**src/rtl/alu_control_mdu.sv**
```systemverilog
// ALU control for the MIPS EX stage: combinational ALUopt/func decode plus an
// iterative multiply/divide unit with HI/LO registers and an issue-stage stall.
module alu_control_mdu #(
  parameter int unsigned DATA_W = 32,
  parameter int unsigned CTR_W  = 4
) (
  input  logic              clk,
  input  logic              rst,
  input  logic              valid_in,
  input  logic [2:0]        ALUopt,
  input  logic [5:0]        func,
  input  logic [DATA_W-1:0] op_a,
  input  logic [DATA_W-1:0] op_b,
  output logic [CTR_W-1:0]  ALUctr,
  output logic              illegal,
  output logic              stall,
  output logic [DATA_W-1:0] hi,
  output logic [DATA_W-1:0] lo,
  output logic              md_done,
  output logic              busy
);

  localparam int unsigned CNT_W = $clog2(DATA_W + 1);
  localparam int unsigned ACC_W = 2 * DATA_W;

  localparam logic [2:0] OPT_ADD = 3'b000;
  localparam logic [2:0] OPT_SUB = 3'b001;
  localparam logic [2:0] OPT_AND = 3'b010;
  localparam logic [2:0] OPT_OR  = 3'b011;
  localparam logic [2:0] OPT_R   = 3'b100;
  localparam logic [2:0] OPT_SLT = 3'b101;

  localparam logic [5:0] F_ADD  = 6'b100000;
  localparam logic [5:0] F_SUB  = 6'b100010;
  localparam logic [5:0] F_AND  = 6'b100100;
  localparam logic [5:0] F_OR   = 6'b100101;
  localparam logic [5:0] F_SLT  = 6'b101010;
  localparam logic [5:0] F_NOR  = 6'b100111;
  localparam logic [5:0] F_XOR  = 6'b100110;
  localparam logic [5:0] F_SLL  = 6'b000000;
  localparam logic [5:0] F_SRL  = 6'b000010;
  localparam logic [5:0] F_SLTU = 6'b101011;
  localparam logic [5:0] F_MFHI = 6'b010000;
  localparam logic [5:0] F_MFLO = 6'b010010;

  localparam logic [CTR_W-1:0] C_AND  = CTR_W'(4'b0000);
  localparam logic [CTR_W-1:0] C_OR   = CTR_W'(4'b0001);
  localparam logic [CTR_W-1:0] C_ADD  = CTR_W'(4'b0010);
  localparam logic [CTR_W-1:0] C_XOR  = CTR_W'(4'b0011);
  localparam logic [CTR_W-1:0] C_SLL  = CTR_W'(4'b0100);
  localparam logic [CTR_W-1:0] C_SRL  = CTR_W'(4'b0101);
  localparam logic [CTR_W-1:0] C_SUB  = CTR_W'(4'b0110);
  localparam logic [CTR_W-1:0] C_SLT  = CTR_W'(4'b0111);
  localparam logic [CTR_W-1:0] C_SLTU = CTR_W'(4'b1000);
  localparam logic [CTR_W-1:0] C_MFHI = CTR_W'(4'b1001);
  localparam logic [CTR_W-1:0] C_MFLO = CTR_W'(4'b1010);
  localparam logic [CTR_W-1:0] C_NOR  = CTR_W'(4'b1100);
  localparam logic [CTR_W-1:0] C_NOP  = CTR_W'(4'b1111);

  typedef enum logic [1:0] {
    S_IDLE = 2'd0,
    S_MUL  = 2'd1,
    S_DIV  = 2'd2
  } state_t;

  state_t             r_state;
  logic [CNT_W-1:0]   r_cnt;
  logic [ACC_W-1:0]   r_acc;
  logic [DATA_W-1:0]  r_b;
  logic [DATA_W-1:0]  r_opa;
  logic               r_dvz;
  logic               r_neg_q;
  logic               r_neg_r;
  logic [DATA_W-1:0]  r_hi;
  logic [DATA_W-1:0]  r_lo;
  logic               r_md_done;

  logic               w_is_mdu;
  logic               w_uses_hilo;
  logic               w_accept;
  logic               w_signed;
  logic               w_last;
  logic [DATA_W-1:0]  w_abs_a;
  logic [DATA_W-1:0]  w_abs_b;
  logic [DATA_W:0]    w_sum;
  logic [ACC_W-1:0]   w_mul_next;
  logic [ACC_W-1:0]   w_mul_res;
  logic [DATA_W:0]    w_shift;
  logic [DATA_W+1:0]  w_diff;
  logic [ACC_W-1:0]   w_div_next;
  logic [DATA_W-1:0]  w_quo;
  logic [DATA_W-1:0]  w_rem;

  // ALUopt / func decode
  always_comb begin
    ALUctr  = C_ADD;
    illegal = 1'b0;
    case (ALUopt)
      OPT_ADD: ALUctr = C_ADD;
      OPT_SUB: ALUctr = C_SUB;
      OPT_AND: ALUctr = C_AND;
      OPT_OR:  ALUctr = C_OR;
      OPT_SLT: ALUctr = C_SLT;
      OPT_R: begin
        case (func)
          F_ADD:  ALUctr = C_ADD;
          F_SUB:  ALUctr = C_SUB;
          F_AND:  ALUctr = C_AND;
          F_OR:   ALUctr = C_OR;
          F_SLT:  ALUctr = C_SLT;
          F_NOR:  ALUctr = C_NOR;
          F_XOR:  ALUctr = C_XOR;
          F_SLL:  ALUctr = C_SLL;
          F_SRL:  ALUctr = C_SRL;
          F_SLTU: ALUctr = C_SLTU;
          F_MFHI: ALUctr = C_MFHI;
          F_MFLO: ALUctr = C_MFLO;
          6'b011000, 6'b011001, 6'b011010, 6'b011011: ALUctr = C_NOP;
          default: illegal = 1'b1;
        endcase
      end
      default: illegal = 1'b1;
    endcase
  end

  // mult/multu/div/divu share func[5:2]; func[1] selects divide, func[0] unsigned
  assign w_is_mdu    = (func[5:2] == 4'b0110);
  assign w_uses_hilo = w_is_mdu | (func == F_MFHI) | (func == F_MFLO);
  assign w_accept    = valid_in & (ALUopt == OPT_R) & w_is_mdu;
  assign w_signed    = ~func[0];

  assign busy  = (r_state != S_IDLE);
  assign stall = busy & valid_in & (ALUopt == OPT_R) & w_uses_hilo;

  assign hi      = r_hi;
  assign lo      = r_lo;
  assign md_done = r_md_done;

  assign w_abs_a = (w_signed & op_a[DATA_W-1]) ? -op_a : op_a;
  assign w_abs_b = (w_signed & op_b[DATA_W-1]) ? -op_b : op_b;
  assign w_last  = (r_cnt == CNT_W'(1));

  // Shift-add multiply: upper half accumulates, lower half holds the multiplier
  assign w_sum      = {1'b0, r_acc[ACC_W-1:DATA_W]} + (r_acc[0] ? {1'b0, r_b} : '0);
  assign w_mul_next = {w_sum, r_acc[DATA_W-1:1]};
  assign w_mul_res  = r_neg_q ? -w_mul_next : w_mul_next;

  // Restoring divide: upper half is the partial remainder, lower half shifts
  // the dividend out and the quotient in
  assign w_shift    = {r_acc[ACC_W-1:DATA_W], r_acc[DATA_W-1]};
  assign w_diff     = {1'b0, w_shift} - {2'b00, r_b};
  assign w_div_next = w_diff[DATA_W+1]
                    ? {w_shift[DATA_W-1:0], r_acc[DATA_W-2:0], 1'b0}
                    : {w_diff[DATA_W-1:0],  r_acc[DATA_W-2:0], 1'b1};
  assign w_quo = r_neg_q ? -w_div_next[DATA_W-1:0] : w_div_next[DATA_W-1:0];
  assign w_rem = r_neg_r ? -w_div_next[ACC_W-1:DATA_W] : w_div_next[ACC_W-1:DATA_W];

  // MDU sequencer and HI/LO registers
  always_ff @(posedge clk) begin
    if (rst) begin
      r_state   <= S_IDLE;
      r_cnt     <= '0;
      r_acc     <= '0;
      r_b       <= '0;
      r_opa     <= '0;
      r_dvz     <= 1'b0;
      r_neg_q   <= 1'b0;
      r_neg_r   <= 1'b0;
      r_hi      <= '0;
      r_lo      <= '0;
      r_md_done <= 1'b0;
    end else begin
      r_md_done <= 1'b0;
      case (r_state)
        S_IDLE: begin
          if (w_accept) begin
            r_state <= func[1] ? S_DIV : S_MUL;
            r_cnt   <= CNT_W'(DATA_W);
            r_acc   <= {DATA_W'(0), w_abs_a};
            r_b     <= w_abs_b;
            r_opa   <= op_a;
            r_dvz   <= (op_b == '0);
            r_neg_q <= w_signed & (op_a[DATA_W-1] ^ op_b[DATA_W-1]);
            r_neg_r <= w_signed & op_a[DATA_W-1];
          end
        end
        S_MUL: begin
          r_acc <= w_mul_next;
          r_cnt <= r_cnt - CNT_W'(1);
          if (w_last) begin
            r_hi      <= w_mul_res[ACC_W-1:DATA_W];
            r_lo      <= w_mul_res[DATA_W-1:0];
            r_md_done <= 1'b1;
            r_state   <= S_IDLE;
          end
        end
        S_DIV: begin
          r_acc <= w_div_next;
          r_cnt <= r_cnt - CNT_W'(1);
          if (w_last) begin
            // divide by zero returns all-ones quotient and the raw dividend
            r_hi      <= r_dvz ? r_opa : w_rem;
            r_lo      <= r_dvz ? '1    : w_quo;
            r_md_done <= 1'b1;
            r_state   <= S_IDLE;
          end
        end
        default: r_state <= S_IDLE;
      endcase
    end
  end

endmodule

```
**config.mk**
```make
export PLATFORM = sky130hd
export DESIGN_NAME = alu_control_mdu
export DESIGN_NICKNAME = d
export VERILOG_FILES = /design/src/rtl/alu_control_mdu.sv
export SDC_FILE = /design/constraint.sdc
export NUM_CORES = 1
export LEC_CHECK = 0
export CAP_MARGIN = 40
export CORE_MARGIN = 5
export CORE_UTILIZATION = 65
export CTS_BUF_LIST = sky130_fd_sc_hd__clkbuf_16
export DETAILED_ROUTE_END_ITERATION = 10
export PLACE_DENSITY_LB_ADDON = 0.3
export SLEW_MARGIN = 15
export SYNTH_ARGS = -nofsm -noshare
export SYNTH_HDL_FRONTEND = slang
export SYNTH_SLANG_ARGS = --single-unit
```
**constraint.sdc**
```tcl
create_clock -name clk -period 16.1 [get_ports clk]
set_clock_uncertainty 0.1 [all_clocks]
set_input_delay 3.22 -clock clk [delete_from_list [all_inputs] [get_ports clk]]
set_output_delay 3.22 -clock clk [all_outputs]
set_load 0.005 [all_outputs]
```
* After elaboration in Yosys (flattened, before gate mapping) *
Index checks and enable logic that the tools add are counted.

word-level totals
  register bits = 204
  latch bits = 0
  bits in writable memories = 0
  bits in read-only memories = 0
  input port bits = 76
  output and inout port bits = 72
  logic and storage cells = 106
  memories = 0

cells by class
  add/subtract/negate cells = 8
  $mul = 0
  divide/modulo/power cells = 0
  $lt $le $gt $ge = 0
  equality and inequality tests = 28
  shift operators = 0
  multiplexer cells = 28
  bitwise operators = 13
  reductions and logical operators = 18

operators by type and width
  cell                number
  $mux 32             11
  $mux 64             3
  $pmux 64 s3         1
  $neg 32->32         4
  $pmux 32 s2         2
  $neg 64->64         1
  $eq 6x6->1 const B  8
  $pmux 4 s12         1
  $eq 6x5->1 const B  6
  $sub 33x32->34      1
  $add 32x32->33      1
  $logic_not 32->1    1
  $pmux 4 s5          1
  $reduce_or 16->1    1
  $pmux 6 s2          1
  $and 1x1->1         8
  $reduce_and 2->1    4
  $eq 3x2->1 const B  2
  $eq 3x3->1 const B  2
  $eq 6x1->1 const B  1
  $eq 6x2->1 const B  1
  $logic_not 6->1     1
  $mux 2              3
  $mux 6              1
  other kinds (21)    29

* Logic depth before layout (Yosys ltp) *
Gate-level depths: netlist of the first run.

  depth after elaboration = 7
  gate-level depth with buffers = 24
  mapped depth without buffers = 20

* Worst setup path before layout of the first run *
No wires, ideal clock.

  path type = input port to output port
  start point = input port func[2]
  end point = output port illegal
  data arrival time = 4.436 ns
  path slack = 8.344 ns
  stages = 5
  cells stage by stage = clkbuf_1 > or3_1 > a2111oi_0 > a2111oi_0 > a21o_1

between the ends
  word-level cells in the longest chain between the ends = 4
  elaborated cells on any way between the ends = 19
  classes of those cells = eq/ne (15); mux (2); reduce/logical (2)

RTL lines
  element                             line  text
  from (decl)                         11    input logic [5:0] func,
  $eq 6x5->1 (tied with other cells)  105   case (func)
  $reduce_or 16->1 (no line) *        n/a
  $mux 1 *                            105
  $pmux 1 s2 *                        98    case (ALUopt)
  to (decl)                           15    output logic illegal,

Mark *: on every way between the ends. The rest lies on a longest branch, timed or not.

* Final worst setup path of the first run *
  start point = input port func[2]
  end point = output port ALUctr[2]

between the ends
  word-level cells in the longest chain between the ends = 4
  elaborated cells on any way between the ends = 18
  classes of those cells = eq/ne (14); mux (2); reduce/logical (2)

RTL lines
  element          line  text
  $eq 6x5->1       105
  $reduce_or 4->1  105
  $pmux 4 s12 *    105
  $pmux 4 s5 *     98
  to (decl)        14    output logic [CTR_W-1:0] ALUctr,

Marked as above.

==> impl_metrics.tcl, run 1 <==
set metrics [dict create \
    status "finished with violations" \
    violations "DRC" \
    yosys.area.top_type "dfxtp_1" \
    r2r_slack_ns 9.45 \
    placed_cells 2926 \
    syn_to_final_growth_pct 12.5 \
    rsz0062_at_grt "no" \
    hp-start "lo[19]" \
    cap_violations 0 \
    antenna-diode-count 0 \
    drive_gt1_share_pct 5.01 \
    row_count 61 \
    use_met1_pct 52.1 \
    hold_violations 0 \
    grt_pass1_vias 19516 \
    ioPinCount 148 \
    ys_seq_area_share_pct 22.2 \
    p_leak_nw 7.82 \
    avgSynthCellArea_sq_um 7.16 \
    synth_edf_count 0 \
    max_freq_ghz 0.111 \
    vias 21036 \
    slew_headroom_pct 38.0 \
    critPathMaxFanout 19 \
    clock-root-buffer "clkbuf_16" \
    synth_cells 2565 \
    startpoint_type "input pin" \
    post-route-drc-count 2 \
    vdd_drop_max_mv 0.0642 \
    worstMarginPinSlew_ns 0.925 \
    ys_top_cells_by_area "dfxtp_1 22%, a21oi_1 7.1%, nand2_1 6.6%" \
    num-nets-final 2731 \
    grt.busiest_layer "met2" \
    fin_util_pct 74.2 \
    tritoncts "done" \
    fillers 2106 \
    drtAntennaViolNets 0 \
    p_int_uw 875 \
    coreArea_sq_um 27900 \
    worst-r2r-cell-count 23 \
    use_met2_pct 63.2 \
    drt_wl_total_mm 67.5 \
    async_flop_share_pct 0 \
    drt_iter0_markers 3241 \
    min_path_cells 2 \
    finalCritPeriodShare_pct 56.0 \
    use_met3_pct 10.7 \
    ctsHoldBuffers 0 \
    yosys.area.top_type_share_pct 22.2 \
    antenna_found_initial 0 \
    path_clk_slew_ns 0.06 \
    critPathCaptureType "output port" \
    ys_ff_latch 204 \
    syn-cell-area_sq_um 18400 \
    min_period_ns 9.02 \
    total_power_mw 1.22 \
    globalplace.congestion 1.00 \
    p_sw_uw 349 \
    pwr-share-clk_pct 42.6 \
    cts_buffer_depth 3 \
    cp.required_ns 12.78 \
    grt_pass1_wl_mm 105 \
    timing.rr.start "r_acc[31]" \
    setup_viol 0 \
    ys_types 88 \
    stdcell_count 2971 \
    pwr-share-comb_pct 16.0 \
    arrival_ns 5.70 \
    io_buffers 147 \
    switching_share_pct 28.5 \
    hold_end "lo[19]" \
    avgRoutedWirePerCell_um 22.7 \
    grt-ovfl-total 0 \
    cts_buffers 24 \
    grt_usage_pct 40.8 \
    hpwl_mm 49.6 \
    timing.setup.tns_ns 0 \
    hold_path_class "reg -> reg" \
    start_util_pct 65.9 \
    p_seq_share_pct 41.4 \
    crit_path_start "func[2]" \
    yosys_warnings 0 \
    cts_htree_levels 1 \
    die_h_um 178 \
    slew_viol_final 0 \
    setup.worst_path.class "in -> out" \
    clock_latency_ns 0.53 \
    cellPowerDensity_nw_per_um2 59.2 \
    yosys_most_used_dff "dfxtp_1" \
    vias_per_cell 7.08 \
    drt_pass1_iterations 11 \
    synth_nets 2718 \
    grt_max_degree 97 \
    ctsResizeCount 0 \
    die_w_um 178 \
    die-area_sq_um 31700 \
    r2r-end "hi[20]" \
    cts.sinks 204 \
    post_cts_buffers 0 \
]
[routing by layer]
metal  routed length (um)  part of all wire [%]
met1                25300                    38
met3                 8880                    13
met5                    0                     0
met4                 4310                   6.4
met2                29000                    43
[layout by cell type, fill, tap and decap left out, drive strengths merged, types with 28 or more instances in the layout]
| cell | n |
|---|---|
| nand2 | 321 |
| a21oi | 260 |
| nor2 | 245 |
| dfxtp | 204 |
| clkdlybuf4s50 | 146 |
| o21ai | 139 |
| xnor2 | 124 |
| inv | 83 |
| xor2 | 75 |
| ha | 75 |
| nor3 | 72 |
| a211oi | 50 |
| o31ai | 49 |
| or3 | 43 |
| nand3 | 43 |
| o211ai | 36 |
| o221ai | 35 |
| buf | 34 |
| a221oi | 32 |
| a21o | 28 |
[area by class of cell]
class / instances / area [sq um] / share of cell area (%)
multi-input cells: 2088 / 13300 / 64.3
flip-flops and latches: 204 / 4090 / 19.8
repair buffers: 180 / 1790 / 8.65
clock buffers: 25 / 626 / 3.03
well taps: 378 / 473 / 2.29
inverters: 80 / 300 / 1.45
clock inverters: 16 / 109 / 0.527
[cells by family after synthesis]
| group | share of synthesized area (%) |
|---|---|
| XOR/XNOR | 9.49 |
| AND/OR/NAND/NOR | 23.4 |
| buffers and inverters | 5.65 |
| flip-flops | 22.2 |
| adder cells (fa/ha/maj) | 5.33 |
| AO/OA/AOI/OAI | 31.6 |
| multiplexers | 2.36 |
[worst max-delay path by stage]
stage,endpoint,slack [ns],cells after the start
detailed placement,ALUctr[2],7.11,8
finish,ALUctr[2],7.08,8
floorplan,illegal,8.34,5
global placement,ALUctr[2],7.08,8
CTS,ALUctr[2],7.08,8
global route,ALUctr[2],6.88,8
[Yosys cell counts (35+ instances only)]
cell type,count
inv_1,79
ha_1,75
a211oi_1,49
xor2_1,75
o31ai_1,47
or3_1,43
o211ai_1,36
o21ai_0,136
nor2_1,245
nand3_1,43
dfxtp_1,204
a21oi_1,260
nor3_1,72
xnor2_1,124
o221ai_1,35
nand2_1,321
clkbuf_1,173
[registers in the layout, indices dropped and copies added (netlist names)]
name	cells
hi	32
lo	32
r_acc	64
r_opa	32
r_state	2
r_cnt	6
r_neg_r	1
r_b	32
r_dvz	1
md_done	1
r_neg_q	1
[power groups by stage]
stage	clock [mW]	combinational [mW]	sequential [mW]
final	0.521	0.196	0.507
after CTS	0.518	0.185	0.507
after global placement	0	0.178	0.518
after global routing	0.538	0.206	0.506
after floorplan	0	0.114	0.517
after detailed placement	0	0.184	0.518
[stage by stage]
step / hold WS [ns] / area [sq um] / setup WS (ns)
after floorplan: 0.332 / 18400 / 8.34
after global routing: 0.372 / 20700 / 6.88
final: 0.349 / 20700 / 7.08
after global placement: 0.338 / 19800 / 7.08
after CTS: 0.351 / 20600 / 7.08
after detailed placement: 0.343 / 19900 / 7.11
[critical path, stage by stage]
cell	delay, ns
clkdlybuf4s50_1	0.74
or3_1	0.55
nor2_1	0.11
a31oi_1	0.06
o22ai_1	0.15
a31oi_1	0.10
nor3_1	0.21
clkdlybuf4s50_1	0.54
Power figures use the tool's default switching activity.
==> inputs of run 2 (changes only) <==
CORE_UTILIZATION = 60   (was 65)
clock period = 9.1 ns   (was 16.1 ns; I/O delays follow)
==> impl_metrics.tcl, run 2 (synthesis gave the netlist of run 1 again) <==
set metrics [dict create \
    p_int_mw 1.61 \
    critPathCaptureType "output port" \
    cts_buffers 26 \
    tritoncts "done" \
    io_buffers 147 \
    drive_gt1_share_pct 5.04 \
    grt-ovfl-total 0 \
    p_sw_uw 640 \
    hpwl_mm 50.4 \
    holdWs_ns 0.351 \
    grt_usage_pct 37.4 \
    slew_viol_final 0 \
    timing.setup.tns_ns 0 \
    drtAntennaViolNets 0 \
    grt_pass1_wl_mm 104 \
    pwr-share-comb_pct 15.4 \
    switching_share_pct 28.4 \
    coreArea_sq_um 30400 \
    status "finished, final reports clean" \
    max_freq_ghz 0.161 \
    startpoint_type "input pin" \
    critPathMaxFanout 19 \
    cts.sinks 204 \
    pwr-share-clk_pct 44.8 \
    post_cts_buffers 0 \
    drt_wl_total_mm 67.1 \
    grt_max_degree 85 \
    die_w_um 185 \
    min_period_ns 6.20 \
    globalplace.congestion 0.969 \
    vias_per_cell 6.85 \
    final_cell_mix "321 x nand2_1, 259 x a21oi_1, 244 x nor2_1, 203 x dfxtp_1, 146 x clkdlybuf4s50_1" \
    largest-register "r_acc" \
    cap_violations 0 \
    num-nets-final 2734 \
    drt_iter0_markers 2703 \
    hold_violations 0 \
    die_h_um 185 \
    worstMarginPinSlew_ns 1.01 \
    total_power_mw 2.25 \
    finalCritPeriodShare_pct 68.1 \
    rsz0062_at_grt "no" \
    setup_viol 0 \
    p_leak_nw 7.87 \
    hold_path_class "reg -> reg" \
    syn_to_final_growth_pct 13.2 \
    drt_pass1_iterations 6 \
    clock-root-buffer "clkbuf_16" \
    largest_reg_flops 64 \
    clock_latency_ns 0.55 \
    cellPowerDensity_nw_per_um2 108 \
    arrival_ns 4.28 \
    vias 20526 \
    cts_htree_levels 1 \
    vdd_drop_max_mv 0.131 \
    grt_pass1_vias 19099 \
    slew_headroom_pct 32.9 \
    setup.worst_path.class "in -> out" \
    ctsResizeCount 0 \
    final_common_cell "nand2_1" \
    avgRoutedWirePerCell_um 22.4 \
    cts_buffer_depth 3 \
    p_seq_share_pct 39.8 \
    ctsHoldBuffers 0 \
    ioPinCount 148 \
    start_util_pct 60.4 \
    row_count 64 \
    path_clk_slew_ns 0.05 \
    post-route-drc-count 0 \
    die-area_sq_um 34200 \
    antenna_found_initial 1 \
    cp.required_ns 7.18 \
]
-- run 2: cell types whose count changed in the layout (fill, tap and decap cells not counted), sizes merged --
cell and delta:
clkbuf +3, inv +2, bufinv +1, clkinv -1, diode +1
-- run 2: area by class of cell --
type                    count  area (sq um)
multi-input cells        2088         13300
diodes                      1          2.50
fillers                  2626          9630
clock buffers              27           676
repair buffers            181          1810
well taps                 396           495
inverters                  80           300
flip-flops and latches    204          4090
clock inverters            18           139
-- run 2: per-stage QoR --
step	instance area [sq um]	worst slack (ns)	util, %	std cells
after global routing	20800	2.66	68.3	2995
after floorplan	18400	3.34	-	2565
after global placement	19800	2.84	65.2	2941
after detailed placement	19900	2.94	65.5	2945
final	20800	2.90	68.3	2995
after CTS	20700	2.91	68.2	2990
-- run 2: per-layer routing --
layer | track usage [%] | vias up | wire (um) | share of wire [%]
met5 | 0 | - | 0 | 0
met4 | 14.5 | 0 | 3000 | 4.5
met3 | 8.72 | 240 | 7800 | 12
met2 | 59.0 | 1273 | 29600 | 44
met1 | 49.8 | 9563 | 26800 | 40
li1 | - | 9450 | - | -
-- run 2: final timing paths --
check | from | end | slack [ns] | cells after the start
worst max-delay path | func[2] | ALUctr[2] | 2.90 | 8
worst min-delay path | lo[24] | lo[24] | 0.35 | 2
worst max register to register | r_acc[0] | hi[29] | 3.51 | 15
worst min register to register | lo[24] | lo[24] | 0.35 | 2
-- run 2: worst max-delay path, stage by stage --
cell	delay, ns
clkdlybuf4s50_1	0.74
or3_1	0.57
nor2_1	0.13
a31oi_1	0.05
o22ai_1	0.15
a31oi_1	0.11
nor3_1	0.18
clkdlybuf4s50_1	0.53
-- run 2: power by group through the flow --
stage / Clock (mW) / Combinational, mW / Sequential, mW
CTS: 1.01 / 0.329 / 0.896
finish: 1.01 / 0.346 / 0.896
floorplan: 0 / 0.202 / 0.915
global route: 1.05 / 0.365 / 0.896
detailed placement: 0 / 0.326 / 0.916
global placement: 0 / 0.319 / 0.916
